===== src/rtl/apb_slave_mem.sv =====
// APB3 completer backed by a word-addressed register memory.
// Every access phase lasts WAIT_CYCLES+1 cycles. Misaligned or out-of-range
// addresses complete with PSLVERR=1 and leave the memory untouched.
module apb_slave_mem #(
  parameter int unsigned ADDR_WIDTH  = 8,
  parameter int unsigned DATA_WIDTH  = 32,
  parameter int unsigned DEPTH       = 64,
  parameter int unsigned WAIT_CYCLES = 0
) (
  input  logic                  PCLK,
  input  logic                  PRESETn,
  input  logic                  PSEL,
  input  logic                  PENABLE,
  input  logic                  PWRITE,
  input  logic [ADDR_WIDTH-1:0] PADDR,
  input  logic [DATA_WIDTH-1:0] PWDATA,
  output logic                  PREADY,
  output logic [DATA_WIDTH-1:0] PRDATA,
  output logic                  PSLVERR
);

  localparam int unsigned IdxW  = ADDR_WIDTH - 2;
  localparam int unsigned MemAw = (DEPTH > 1) ? $clog2(DEPTH) : 1;

  typedef enum logic [1:0] {StIdle, StWait, StDone} state_e;

  state_e                state_q, state_d;
  logic [3:0]            cnt_q, cnt_d;
  logic                  pready_q, pready_d;
  logic                  pslverr_q, pslverr_d;
  logic [DATA_WIDTH-1:0] prdata_q, prdata_d;
  logic                  write_q, write_d;
  logic [MemAw-1:0]      idx_q, idx_d;
  logic [DATA_WIDTH-1:0] mem_q [DEPTH];

  logic                  setup;
  logic [IdxW-1:0]       setup_idx;
  logic [MemAw-1:0]      setup_mem_idx;
  logic                  setup_err;
  logic                  mem_we;

  // A setup edge restarts the transfer regardless of the current state.
  assign setup         = PSEL & ~PENABLE;
  assign setup_idx     = PADDR[ADDR_WIDTH-1:2];
  assign setup_mem_idx = setup_idx[MemAw-1:0];
  assign setup_err     = (PADDR[1:0] != 2'b00) || (32'(setup_idx) >= DEPTH);

  // State register and registered outputs.
  always_ff @(posedge PCLK or negedge PRESETn) begin
    if (!PRESETn) begin
      state_q   <= StIdle;
      cnt_q     <= '0;
      pready_q  <= 1'b0;
      pslverr_q <= 1'b0;
      prdata_q  <= '0;
      write_q   <= 1'b0;
      idx_q     <= '0;
    end else begin
      state_q   <= state_d;
      cnt_q     <= cnt_d;
      pready_q  <= pready_d;
      pslverr_q <= pslverr_d;
      prdata_q  <= prdata_d;
      write_q   <= write_d;
      idx_q     <= idx_d;
    end
  end

  // Next-state logic.
  always_comb begin
    state_d = state_q;
    if (setup) begin
      state_d = (WAIT_CYCLES == 0) ? StDone : StWait;
    end else begin
      unique case (state_q)
        StIdle: state_d = StIdle;
        StWait: begin
          if (!PSEL) begin
            state_d = StIdle;
          end else if (cnt_q <= 4'd1) begin
            state_d = StDone;
          end
        end
        // Either the completing edge or an abort; both end the transfer.
        StDone: state_d = StIdle;
        default: state_d = StIdle;
      endcase
    end
  end

  // Output, counter and memory-write-enable logic.
  always_comb begin
    cnt_d     = cnt_q;
    pready_d  = pready_q;
    pslverr_d = pslverr_q;
    prdata_d  = prdata_q;
    write_d   = write_q;
    idx_d     = idx_q;
    mem_we    = 1'b0;
    if (setup) begin
      write_d   = PWRITE;
      idx_d     = setup_mem_idx;
      pslverr_d = setup_err;
      prdata_d  = (!PWRITE && !setup_err) ? mem_q[setup_mem_idx] : '0;
      cnt_d     = 4'(WAIT_CYCLES);
      pready_d  = (WAIT_CYCLES == 0);
    end else begin
      unique case (state_q)
        StIdle: ;
        StWait: begin
          if (!PSEL) begin
            cnt_d     = '0;
            pready_d  = 1'b0;
            pslverr_d = 1'b0;
            prdata_d  = '0;
          end else if (PENABLE) begin
            cnt_d = cnt_q - 4'd1;
            if (cnt_q <= 4'd1) begin
              pready_d = 1'b1;
            end
          end
        end
        StDone: begin
          // PSEL=1 here implies PENABLE=1, i.e. the completing edge.
          mem_we    = PSEL && write_q && !pslverr_q;
          cnt_d     = '0;
          pready_d  = 1'b0;
          pslverr_d = 1'b0;
          prdata_d  = '0;
        end
        default: ;
      endcase
    end
  end

  // Word memory; cleared only by reset.
  always_ff @(posedge PCLK or negedge PRESETn) begin
    if (!PRESETn) begin
      mem_q <= '{default: '0};
    end else if (mem_we) begin
      mem_q[idx_q] <= PWDATA;
    end
  end

  assign PREADY  = pready_q;
  assign PSLVERR = pslverr_q;
  assign PRDATA  = prdata_q;

endmodule


===== config.mk =====
export PLATFORM = sky130hd
export DESIGN_NAME = apb_slave_mem
export DESIGN_NICKNAME = d
export VERILOG_FILES = /design/src/rtl/apb_slave_mem.sv
export SDC_FILE = /design/constraint.sdc
export NUM_CORES = 2
export LEC_CHECK = 0
export BUFFER_PORTS_ARGS = -buffer_cell sky130_fd_sc_hd__buf_2
export CORE_MARGIN = 4
export CORE_UTILIZATION = 33
export DETAILED_ROUTE_END_ITERATION = 6
export HOLD_SLACK_MARGIN = 0.08
export PLACE_DENSITY = 0.53
export SLEW_MARGIN = 25
export SYNTH_ARGS = -nofsm -noshare
export SYNTH_HDL_FRONTEND = slang
export SYNTH_SLANG_ARGS = --single-unit

===== constraint.sdc =====
create_clock -name PCLK -period 2.5 [get_ports PCLK]
set_input_delay 0.125 -clock PCLK [delete_from_list [all_inputs] [get_ports PCLK]]
set_output_delay 0.125 -clock PCLK [all_outputs]
set_load 0.02 [all_outputs]

Word level (Yosys, flattened, before mapping)
Index checks and enable logic that the tools add are counted.

storage, ports and cells
  register bits = 2095
  input port bits = 45
  output and inout bits = 34
  logic and storage cells = 125

cells by class
  add/subtract/negate cells = 1
  magnitude comparators = 4
  eq/ne operators = 5
  muxes and demuxes = 28
  bitwise logic cells = 4
  reductions and logical operators = 12

operator list
  kind                                                            number
  bitwise mux 2048 bit                                            1
  binary-select mux 32 bit (select 6 bit)                         1
  demux 32 bit (select 6 bit)                                     1
  two-way mux 32 bit                                              6
  one-hot mux 32 bit (2 select lines)                             1
  >= comparator 7 bit, second input constant                      2
  inverter 6 -> 7 bit                                             2
  two-way mux 4 bit                                               3
  two-way mux 1 bit                                               8
  two-way mux 2 bit                                               4
  != test 4 bit, second input constant                            2
  one-hot mux 4 bit (2 select lines)                              1
  < comparator 7 x 1 -> 1 bit, second input constant              1
  less-or-equal comparator 4 x 1 -> 1 bit, second input constant  1
  logical AND 1 bit                                               4
  one-hot mux 1 bit (2 select lines)                              2
  AND reduction 2 bit                                             2
  subtractor 4 x 1 -> 4 bit, second input constant                1
  zero test 1 bit                                                 3
  != test 3 bit, second input constant                            1
  AND reduction 3 bit                                             1
  nonzero test 3 bit                                              1
  == test 2 x 1 -> 1 bit, second input constant                   1
  == test 2 bit, second input constant                            1
  3 further kinds                                                 3

Longest topological paths before layout
  depth in word-level cells = 6
  mapped depth = 10
  gate-level depth less buffers = 6

Worst setup path before layout
OpenSTA, ideal clock, no wires.

  path kind = reg-to-reg
  start point = register pslverr_q, in the netlist PSLVERR
  end point = register mem_q[117] (netlist bit)
  setup time = 0.125 ns
  arrival = 2.245 ns
  required time = 2.375 ns
  slack = 0.130 ns
  stages on the path, launching flop included = 8
  buffers on the path = 2
  clock period less this slack = 2.370 ns
  path through = dfrtp_1 > and4b_1 > nand3b_1 > buf_2 > or3b_2 > nor2_4 > buf_4 > mux2_2

between the ends
  word-level cells in the longest chain between the ends = 4

RTL lines
  element                        line  RTL
  start, declared                30    logic pslverr_q, pslverr_d;
  start signal, assigned         62    pslverr_q <= pslverr_d;
  zero test 1 bit                125   mem_we = PSEL && write_q && !pslverr_q;
  logical AND 1 bit              125
  two-way mux 1 bit              108   unique case (state_q)
  two-way mux 1 bit              100   if (setup) begin
  end signal, assigned           139   mem_q <= '{default: '0};
  end signal, assigned by index  141   mem_q[idx_q] <= PWDATA;
  end, declared                  34    logic [DATA_WIDTH-1:0] mem_q [DEPTH];

No other way between the ends.
A chain may end at the register's enable or synchronous reset.

Worst setup path in the final report
  start point = input PENABLE
  end point = register pslverr_q, in the netlist PSLVERR

between the ends
  word-level cells in the longest chain between the ends = 4
  elaborated cells between the ends (all ways) = 6
  those cells by class = eq/ne (1); mux (1); bitwise (2); reduce/logical (2)

RTL lines
  element                                                        line  RTL
  start, declared                                                13    input logic PENABLE,
  inverter 1 bit (*)                                             43    assign setup = PSEL & ~PENABLE;
  bitwise AND 1 bit (*)                                          43
  named net setup                                                36    logic setup;
  != test 3 bit (no line) or nonzero test 3 bit (tied branches)  n/a
  AND reduction 2 bit (no line)                                  n/a

The timed path passes the listed nets; every way through them passes the cells marked *.

==> metrics.txt <==
clock-pin slew of the registers on the worst-case setup and hold paths=0.06 ns; Synth Warn #=0; via count=53666; minimum clock period=2.46 ns; fraction of layout cells with a size suffix above 1=0.571; CP Cell Sequence=dlygate4sd3_1 > buf_2 > nand2b_1 > dlygate4sd3_1 > inv_1 > o21ai_0 > dlygate4sd3_1 > nand2_1 > dlygate4sd3_1; Synth area leader=dfrtp_1; PnR worst setup slack=0.0433 ns; CTS tree=done; gr ovfl total=0; Yosys reg bits=2090; HP Class=primary input to register; met3 Use GR=0.0320; max_slew headroom=0.327; gr busiest metal=met2; initial core utilization=0.332; Sw Ratio=0.233; Max clock buf depth=3; fraction of registers with async set/reset=1.00; Final Skew=0.0426 ns; Psw=16.9 mW; CP Class=primary input to register; 1st-iter DRT viols=3386; detailed-placement wirelength estimate=180000 um; Design Area, Final=112000 sq um; total CTS buffers=224; Comb power frac=0.059; area share of the largest cell type after synthesis=0.553; commonest non-fill, non-tap cell in the layout=dfrtp_1; final antenna-violating net count=0; synthesized cell area=94600 sq um; Worst EP required=3.30 ns; final count of negative-setup-slack endpoints=0; Reg2Reg Launch Point=PSLVERR; Total Power=72.6 mW; CP max FO=7; row cnt=196; most used cell, CP=dlygate4sd3_1; Buf/Inv on CP=6; LEAKAGE=53.3 nW; RSZ-0062 raised after global routing=false; maximum VDD drop=0.000756 V; final wirelength=284000 um; commonest non-fill, non-tap cells in the layout=dfrtp_1, mux2_2, mux4_2; max-slew violations=0; first-pass GRT wire length=417000 um; Fmax=0.407 GHz; Sink Count=2090; Placed Instance Area=103000 sq um; crit start category=primary input; Mapped Nets=5920; initial antenna violation count=21; Final Hold Viols=0; Wirelength per Cell=28.1 um; DRC violation count after routing=0; Reg2Reg Setup Slack=0.07 ns; vias in the first global route=57699; Post-synth EDFFs=0; MaxCap Viol Count=0; Slowest cell on crit path=dlygate4sd3_1; sequential fraction of the synthesis area=0.553; largest delay contributor family on the critical path=buffers and inverters; Clock Latency Late Sink=0.86 ns; main flop type after synthesis=dfrtp_1; Die Width=543 um; dominant cells by area after synthesis=dfrtp_1, mux2_2, mux4_2, mux2i_1, clkbuf_1; nets=6185; GRT Util Overall=0.193; router iterations before antenna repair=5; worst slew pin tran=1.01 ns; worst setup path startpoint=PENABLE; Netlist cell types=57; GP Congestion=0.771; Seq pwr share=0.476; Port-buffer cells=78; H-tree depth=4; Core ar.=285000 sq um; Mean Syn Cell Area=16.1 sq um; Post-Syn Instances=5875; largest stage delay on the critical path=0.61 ns; Via-to-Cell Ratio=5.32; GR Util met2=0.312; Layout area overhead=17.9%; outcome=complete, no violations; period utilization=0.983; largest net degree at the start of global routing=76; worst slack at placement=-0.0888 ns; P_int=55.7 mW; Hold Path Origin=PADDR[3]; Filler Cells Inserted=26133; overall die area=295000 sq um; CP Capture Type=register; CTS root buffer=clkbuf_16; Ports=79; Power Dens Cells=651 nW/um^2; final hold slack=0.284 ns; grt met1 use=0.269; clock power share=0.465; crit path DAT=3.26 ns; Die H=543 um
cell families after synthesis:
logic type             synth area share
multiplexers                      0.391
AO/OA/AOI/OAI                    0.0132
buffers and inverters            0.0307
flip-flops                        0.553
AND/OR/NAND/NOR                  0.0129
Yosys cell counts, drive strengths merged (3+ instances only):
library cell,number
or3b,6
o22a,6
a32oi,4
dfrtp,2090
mux2,2097
nor2b,6
o21ai,26
inv,5
nand4,10
and3,5
o22ai,23
nand2b,6
nor2,68
a221oi,3
or3,6
o211ai,15
clkbuf,242
nor3,8
buf,361
a21oi,22
nand3,19
a22oi,38
nor4,11
nor3b,4
mux4,540
nand2,79
nand3b,8
o221ai,13
mux2i,116
and2,5
a211oi,13
area by class of cell:
class	instances	area, sq um	share of cell area
clock buffers	343	6700	0.0600
well taps	3762	4710	0.0422
diodes	12	30.0	0.000269
repair buffers	642	7260	0.0651
multi-input cells	3177	39800	0.357
clock inverters	63	768	0.00689
inverters	5	21.3	0.000191
flip-flops and latches	2090	52300	0.469
through the flow:
step | instances | TNS, ns | utilization
floorplan | 5875 | 0 | -
global placement | 9624 | -14.41 | 0.363
detailed placement | 9624 | -7.25 | 0.363
CTS | 10080 | 0 | 0.391
global route | 10085 | 0 | 0.391
finish | 10094 | 0 | 0.391
worst paths after layout:
path,end,cells past startpoint
setup / recovery,PSLVERR,9
hold / removal,PRDATA[6],6
setup reg to reg,mem_q[1258],8
hold reg to reg,mem_q[278],1
max in group asynchronous,PRDATA[24],4
min in group asynchronous,mem_q[1511],3
sequential cells by signal, summed over array words and instances (netlist names):
name / count
idx_q: 6
PREADY: 1
state_q: 1
write_q: 1
PSLVERR: 1
PRDATA: 32
mem_q: 2048
power groups by stage:
stage	sequential (mW)	combinational, mW	clock (mW)
after CTS	34.6	4.38	34.7
after floorplan	35.1	2.09	0
after global routing	34.6	4.65	36.0
final	34.6	4.28	33.7
after detailed placement	35.2	4.28	0
after global placement	35.1	4.22	0
worst reg2reg max path: stages, from the launching register on:
cell      delay, ns
dfrtp_1        0.37
and4b_2        0.35
nand3b_1       0.18
buf_4          0.19
nand2b_1       0.18
buf_12         0.17
nor2_4         0.21
buf_12         0.25
mux2_2         0.40
routing by layer:
layer  vias to the layer above  wire (um)
met1                     29710     128000
met5                         -         41
met4                         6       7790
met2                      1094     135000
met3                       380      13700
li1                      22476          -
what timing repair did:
action	CTS	global route
hold endpoints to repair	2697	0
pin swaps	0	3
endpoints found under the setup margin	181	80
buffers inserted	1	0
gates cloned	1	2
hold buffers	48	0
resized for setup	5	6
No activity file was read; power rests on OpenSTA's default activity.
